==> config.mk <==
export PLATFORM = sky130hd
export DESIGN_NAME = reg_file_sequencer
export DESIGN_NICKNAME = d
export VERILOG_FILES = /design/src/rtl/reg_file_sequencer.sv
export SDC_FILE = /design/constraint.sdc
export NUM_CORES = 1
export LEC_CHECK = 0
export BUFFER_PORTS_ARGS = -buffer_cell sky130_fd_sc_hd__clkbuf_2
export CAP_MARGIN = 20
export CORE_ASPECT_RATIO = 1.1
export CORE_MARGIN = 1
export CORE_UTILIZATION = 40
export CTS_CLUSTER_SIZE = 14
export DETAILED_ROUTE_END_ITERATION = 7
export GPL_TIMING_DRIVEN = 0
export PLACE_DENSITY = 0.69
export SETUP_SLACK_MARGIN = 0.5
export SLEW_MARGIN = 5
export SYNTH_ARGS = -nofsm -noshare
export SYNTH_HDL_FRONTEND = slang
export SYNTH_SLANG_ARGS = --single-unit
==> constraint.sdc <==
create_clock -name clk -period 2.1 [get_ports clk]
set_input_delay 0 -clock clk [delete_from_list [all_inputs] [get_ports clk]]
set_output_delay 0 -clock clk [all_outputs]
set_load 0.02 [all_outputs]
==> src/rtl/reg_file_sequencer.sv <==
// reg_file_sequencer: multi-cycle control unit for the 16x8 register-file
// datapath. It accepts one 16-bit instruction over a valid/ready handshake and
// walks it through IDLE -> DECODE -> (READ -> EXEC ->) WRITE. It drives the
// read selects, the ALU opcode, the write-data source and the write port.
//
// Ports:
//   clk, rst                 clock, asynchronous active-high reset
//   instr_valid, instr       instruction handshake input
//                            ([15:12] op, [11:8] rd, [7:4] ra, [3:0] rb, [7:0] imm)
//   resume                   leave HALTED
//   instr_ready              combinational: (state==IDLE) & ~rst
//   SBA, SBB                 read-port A/B selects (held until the next READ)
//   select, LE               write-port select and write enable
//   wr_src                   0 ALU, 1 immediate, 2 external In, 3 port A (MOV)
//   imm                      immediate value
//   alu_op                   0 ADD, 1 SUB, 2 AND, 3 OR, 4 XOR
//   done, illegal            one-cycle retire / undefined-opcode pulses
//   halted                   high while in HALTED
//   instr_count              retired-instruction counter (wraps)
//
// Configuration macro: REG0_ZERO_EN -- when defined, writes to r0 are
// suppressed (LE stays low) while the instruction still retires normally.

module reg_file_sequencer #(
    parameter int unsigned DATA_W = 8,
    parameter int unsigned REG_AW = 4
) (
    input  logic              clk,
    input  logic              rst,
    input  logic              instr_valid,
    input  logic [15:0]       instr,
    input  logic              resume,
    output logic              instr_ready,
    output logic [REG_AW-1:0] SBA,
    output logic [REG_AW-1:0] SBB,
    output logic [REG_AW-1:0] select,
    output logic              LE,
    output logic [1:0]        wr_src,
    output logic [DATA_W-1:0] imm,
    output logic [2:0]        alu_op,
    output logic              done,
    output logic              illegal,
    output logic              halted,
    output logic [15:0]       instr_count
);

    localparam int unsigned CNT_W = 16;

    localparam logic [3:0] OP_NOP  = 4'd0;
    localparam logic [3:0] OP_LDI  = 4'd1;
    localparam logic [3:0] OP_IN   = 4'd2;
    localparam logic [3:0] OP_MOV  = 4'd3;
    localparam logic [3:0] OP_ADD  = 4'd4;
    localparam logic [3:0] OP_SUB  = 4'd5;
    localparam logic [3:0] OP_AND  = 4'd6;
    localparam logic [3:0] OP_OR   = 4'd7;
    localparam logic [3:0] OP_XOR  = 4'd8;
    localparam logic [3:0] OP_HALT = 4'd9;

`ifdef REG0_ZERO_EN
    localparam bit REG0_ZERO = 1'b1;
`else
    localparam bit REG0_ZERO = 1'b0;
`endif

    typedef enum logic [2:0] {
        S_IDLE, S_DECODE, S_READ, S_EXEC, S_WRITE, S_HALTED
    } state_t;

    state_t      state;
    logic [15:0] instr_q;

    // Decoded fields of the latched instruction
    logic [3:0] op_c, rd_c, ra_c, rb_c;
    logic       wr_en_c;
    logic       in_illegal_c;

    assign op_c = instr_q[15:12];
    assign rd_c = instr_q[11:8];
    assign ra_c = instr_q[7:4];
    assign rb_c = instr_q[3:0];

    // Write-port enable for the current destination (r0 may be hard-wired zero)
    assign wr_en_c = !(REG0_ZERO && (rd_c == 4'd0));

    // Opcodes 10..15 are undefined; checked on the incoming word at handshake
    assign in_illegal_c = (instr[15:12] > OP_HALT);

    assign instr_ready = (state == S_IDLE) && !rst;

    // Sequencer state and registered Moore outputs
    always_ff @(posedge clk or posedge rst) begin
        if (rst) begin
            state       <= S_IDLE;
            instr_q     <= '0;
            SBA         <= '0;
            SBB         <= '0;
            select      <= '0;
            LE          <= 1'b0;
            wr_src      <= 2'd0;
            imm         <= '0;
            alu_op      <= 3'd0;
            done        <= 1'b0;
            illegal     <= 1'b0;
            halted      <= 1'b0;
            instr_count <= '0;
        end else begin
            done    <= 1'b0;
            illegal <= 1'b0;
            LE      <= 1'b0;
            case (state)
                S_IDLE: begin
                    if (instr_valid) begin
                        instr_q <= instr;
                        state   <= S_DECODE;
                        // NOP/HALT/illegal pulse their outcome during DECODE
                        if (instr[15:12] == OP_NOP || instr[15:12] == OP_HALT) begin
                            done        <= 1'b1;
                            instr_count <= instr_count + CNT_W'(1);
                        end else if (in_illegal_c) begin
                            illegal <= 1'b1;
                        end
                    end
                end
                S_DECODE: begin
                    imm <= DATA_W'(instr_q[7:0]);
                    case (op_c)
                        OP_LDI, OP_IN: begin
                            wr_src      <= (op_c == OP_LDI) ? 2'd1 : 2'd2;
                            select      <= REG_AW'(rd_c);
                            LE          <= wr_en_c;
                            done        <= 1'b1;
                            instr_count <= instr_count + CNT_W'(1);
                            state       <= S_WRITE;
                        end
                        OP_MOV, OP_ADD, OP_SUB, OP_AND, OP_OR, OP_XOR: begin
                            SBA    <= REG_AW'(ra_c);
                            SBB    <= REG_AW'(rb_c);
                            wr_src <= (op_c == OP_MOV) ? 2'd3 : 2'd0;
                            // ALU opcodes 4..8 map onto alu_op 0..4
                            alu_op <= (op_c == OP_MOV) ? 3'd0 : 3'(op_c - OP_ADD);
                            state  <= S_READ;
                        end
                        OP_HALT: begin
                            halted <= 1'b1;
                            state  <= S_HALTED;
                        end
                        default: state <= S_IDLE;
                    endcase
                end
                S_READ: state <= S_EXEC;
                S_EXEC: begin
                    select      <= REG_AW'(rd_c);
                    LE          <= wr_en_c;
                    done        <= 1'b1;
                    instr_count <= instr_count + CNT_W'(1);
                    state       <= S_WRITE;
                end
                S_WRITE: state <= S_IDLE;
                S_HALTED: begin
                    if (resume) begin
                        halted <= 1'b0;
                        state  <= S_IDLE;
                    end
                end
                default: state <= S_IDLE;
            endcase
        end
    end

endmodule

After elaboration in Yosys (flattened, before gate mapping):

Cells that the tools add are included.

* add/sub/neg operators: 2
* $lt $le $gt $ge: 1
* eq/ne operators: 19
* multiplexer cells: 26
* reduce and logical (&&, ||, !) cells: 18

Operators with widths (count)
* 2-to-1 mux 16 bit: 3
* one-hot mux 16 bit (3 select lines): 1
* adder 16 x 1 -> 16 bit (second input constant): 1
* equality test 4 x 3 -> 1 bit (second input constant): 4
* one-hot mux 3 bit (5 select lines): 1
* equality test 4 bit (second input constant): 3
* AND reduction 2 bit: 5
* 2-to-1 mux 1 bit: 9
* 2-to-1 mux 3 bit: 3
* one-hot mux 3 bit (3 select lines): 1
* equality test 4 x 2 -> 1 bit (second input constant): 2
* != test 2 bit (second input constant): 4
* one-hot mux 4 bit (2 select lines): 1
* equality test 3 x 2 -> 1 bit (second input constant): 2
* nonzero test 2 bit: 3
* OR reduction 6 bit: 1
* equality test 4 x 1 -> 1 bit (second input constant): 1
* > comparator 4 bit (second input constant): 1
* zero test 4 bit: 1
* 2-to-1 mux 2 bit: 2
* 2-to-1 mux 4 bit: 1
* one-hot mux 1 bit (2 select lines): 2
* one-hot mux 2 bit (2 select lines): 1
* AND reduction 4 bit: 1
* 12 further kinds: 12

* bits in registers: 64
* input port bits: 20
* output and inout bits: 46
* word-level logic and storage cells: 79

Depth between registers and ports, before layout:

* depth after elaboration: 5
* mapped depth: 6
* mapped depth without buffers: 5

Least setup slack after synthesis:

OpenSTA, ideal clock, no wires.

* path type: flip-flop to flip-flop
* start point: reg state[0]
* end point: reg instr_count[1]
* setup time: 0.125 ns
* arrival: 1.878 ns
* data required time: 1.975 ns
* slack: 0.098 ns
* cell stages (with the launch flop): 7
* path buffers: 2
* clock period less this slack: 2.002 ns
* cell sequence: dfrtp_1 -> buf_2 -> nor4b_4 -> nand3_4 -> buf_4 -> nand2_1 -> mux2_2

* cells in the longest elaborated chain, start to end: 3
* elaborated cells between the ends (all ways): 9
* classes of those cells: eq/ne (5); mux (1); reduce/logical (3)

Ends and longest elaborated chain
* from (decl): RTL line 70 `state_t state;`
* from (signal assigned): RTL line 94 `state <= S_IDLE;`
* from (signal assigned): RTL line 115 `state <= S_DECODE;`
* from (signal assigned): RTL line 134 `state <= S_WRITE;`
* equality test 3 x 1 -> 1 bit, or another cell as far along: RTL line 111 `case (state)`
* != test 2 bit (no line), or another cell as far along
* AND reduction 4 bit (no line)
* to (signal assigned): RTL line 119 `instr_count <= instr_count + CNT_W'(1);`
* to (signal assigned): RTL line 133 `instr_count <= instr_count + CNT_W'(1);`
* to (signal assigned): RTL line 156 `instr_count <= instr_count + CNT_W'(1);`
* to (decl): RTL line 44 `output logic [15:0] instr_count`

Parallel ways exist; a longest one is shown, timed or not.
A chain may end at the register's enable or synchronous reset.

Worst setup path after layout:

* start point: reg instr_count[2]
* end point: reg instr_count[13]

* cells in the longest elaborated chain, start to end: 4
* elaborated cells between the ends (all ways): 5
* classes of those cells: add/sub (1); mux (4)

Ends and longest elaborated chain
* adder 16 x 1 -> 16 bit (*): RTL line 119, 133, 156
* 2-to-1 mux 16 bit: RTL line 117 `if (instr[15:12] == OP_NOP || instr[15:12] == OP_HALT) begin`
* 2-to-1 mux 16 bit: RTL line 113 `if (instr_valid) begin`
* one-hot mux 16 bit (3 select lines) (*): RTL line 111

Every way passes the cells marked *; elsewhere a longest branch is shown, timed or not. The select of a mux whose other input is x is not followed.

==> flow_summary.json <==
{
  "status": "finished, final reports clean",
  "syn_area_sq_mm": 0.002858,
  "synth_top_flop_cell": "dfrtp_1",
  "worstMarginPinSlew_ps": 625.7,
  "max_slew_margin_pct": 58.23,
  "yosys-top-cells-area": "dfrtp_1 (56%), mux2_2 (15%), xor2_1 (4.0%), a2111oi_2 (2.6%), a211oi_2 (2.2%)",
  "cts_root_buffer": "clkbuf_8",
  "setup_viol": 0,
  "dpl_cell_area_sq_mm": 0.003381,
  "initial_core_util_pct": 42.34,
  "yosysTopAreaCell": "dfrtp_1",
  "vias": 2218,
  "syn_avg_cell_area_sq_um": 12.70,
  "ios": 66,
  "diodes": 0,
  "gp_congestion": 0.7911,
  "synth-seq-area-share_pct": 56.04,
  "yosysMostFrequentCell": "dfrtp_1",
  "fin_crit_sh_pct": 83.94,
  "crit_required_ps": 2360,
  "cts_inserted_buffers": 9,
  "final_antenna_net_count": 0,
  "via_per_inst": 5.087,
  "yosysTopAreaCellShare_pct": 56.04,
  "max-vdd-ir-drop_mv": 0.9296,
  "ys_seq_elements": 64,
  "design_area_sq_mm": 0.004436,
  "synthArstFlopShare_pct": 100.0,
  "critPathMaxFanout": 6,
  "hold_viol": 0,
  "synth_fp_nets": 246,
  "start_kind": "register",
  "cap_viol_max_count": 0,
  "cts_tree": "done",
  "yosys_warnings": 0,
  "synthTopCellsByCount": "dfrtp_1 (64), mux2_2 (37), nand2_1 (16)",
  "coreArea_sq_mm": 0.006749,
  "rsz0062_at_grt": "true",
  "rows": 31,
  "die_h_um": 90.65,
  "critPathCaptureType": "register",
  "drt_wl_total_mm": 7.061,
  "post_route_cells_drive_above_1_share_pct": 57.63,
  "clock_sinks": 64,
  "cellPowerDensity_mw_per_mm2": 1504,
  "drv_slew": 0,
  "final_nets": 370,
  "skew_ps": 9.235,
  "firstDrtPassIters": 4,
  "power.total_uw": 6669,
  "grt_use_total_pct": 21.01,
  "synthCells": 225,
  "antenna_found_initial": 0,
  "arrival_ps": 2020,
  "synth_edf_count": 0,
  "drc": 0,
  "grt_overflow_total": 0,
  "drt_iter0_markers": 129,
  "htreeDepth": 3,
  "grt_max_degree": 37,
  "wl_per_cell_um": 16.19,
  "place_hpwl_mm": 4.114,
  "setup-tns-final_ps": 0,
  "hold_path_class": "in -> reg",
  "cts_buffer_depth": 2,
  "die_width_um": 82.59,
  "die_area_sq_mm": 0.007487,
  "p_leak_uw": 0.001964,
  "worst-setup-path-type": "reg -> reg",
  "timing.fmax_mhz": 567.3,
  "fin_hold_ws_ps": 68.51,
  "synthDistinctLibCells": 38,
  "insertion_delay_ps": 340,
  "grt_pass1_vias": 2329,
  "min_period_ps": 1763,
  "clk_transition_reported_paths_ps": 70,
  "areaGrowthSynthToFinish_pct": 55.21,
  "port_buffers": 65,
  "grt_pass1_wl_mm": 11.69
}
==> per-layer routing <==
layer	global-route usage [%]	vias to the layer above	part of all wire, %
met2	31.68	57	50
met4	7.471	0	1.4
met5	0	-	0
li1	-	1051	-
met3	5.758	9	4.3
met1	28.76	1101	45
==> through the flow <==
stage	utilization (%)	worst slack [ps]	instances
after floorplan	-	282.6	225
after global placement	49.80	-264.7	372
after detailed placement	50.09	-80.75	373
after CTS	63.27	356.6	430
after global routing	65.72	273.1	436
final	65.72	337.3	436
==> kinds of logic (layout without fill, tap and decap cells) <==
kind of cell,Yosys count,in the layout,share of synthesized area (%)
flops,64,64,56.04
simple gates,50,51,10.42
compound gates,37,37,10.55
mux,37,37,14.58
buf+inv,19,147,2.758
xor+xnor,17,17,5.210
fa+ha+maj,1,1,0.4378
==> registers in the layout, indices dropped and copies added, names as in the netlist <==
signal	flops
select	4
SBA	4
illegal	1
LE	1
state	3
wr_src	2
alu_op	3
instr_q	16
done	1
SBB	4
imm	8
halted	1
instr_count	16
==> path summary, 6_finish.rpt <==
| kind | start | to | slack (ps) | cells past startpoint |
|---|---|---|---|---|
| worst max-delay path | instr_count[2] | instr_count[13] | 340 | 4 |
| worst min-delay path | instr[13] | illegal | 70 | 3 |
| worst max register to register | instr_count[2] | instr_count[13] | 340 | 4 |
| worst min register to register | instr_count[15] | instr_count[15] | 470 | 1 |
| max in group asynchronous | rst | instr_count[0] | 1150 | 4 |
| min in group asynchronous | rst | wr_src[0] | 320 | 3 |
==> worst max-delay path, cell delays in order (launching register included) <==
cell and delay, ps:
dfrtp_1 460, nand3_4 180, or4_1 630, a211oi_2 240, xor2_1 170
==> layout by cell type (no fill, tap or decap), types with 3 or more instances in the layout <==
cell,synthesis,routed
dfrtp_1,64,58
nand3_1,5,4
a21oi_2,0,7
buf_4,1,17
nor2_1,8,6
mux2_2,37,16
a21oi_1,11,4
a2111oi_4,0,5
mux2_4,0,21
xnor2_1,4,4
buf_6,0,7
nand2_4,0,4
a211oi_2,5,3
buf_12,0,6
clkinv_2,0,4
dfrtp_2,0,6
o21ai_0,6,5
buf_8,0,4
nand4_1,3,3
xor2_1,13,13
nand2_1,16,13
clkbuf_2,0,64
dlygate4sd3_1,0,19
clkbuf_8,0,14
inv_1,7,6
==> power breakdown <==
| part | internal [uW] | leakage, uW | switching, uW |
|---|---|---|---|
| clock | 453 | 0.0000899 | 467 |
| combinational | 1770 | 0.00113 | 1780 |
| sequential | 1780 | 0.000744 | 412 |
==> what timing repair did <==
action                                 CTS  global route
setup buffers                           17             6
endpoints found under the hold margin   47             0
setup endpoints to repair               64            61
pin swaps                               21            20
hold buffers                            19             0
resized for setup                       66            33
cloned                                   5             0
==> layout make-up <==
class,instances,area (sq um)
fill,501,2313
sequential,64,1609
multi-input combinational,143,1520
timing repair buffer,112,862.1
buffer,12,150.1
clock buffer,12,145.1
tap,82,102.6
inverter,7,26.28
clock inverter,4,20.02
Power figures use the tool's default switching activity.
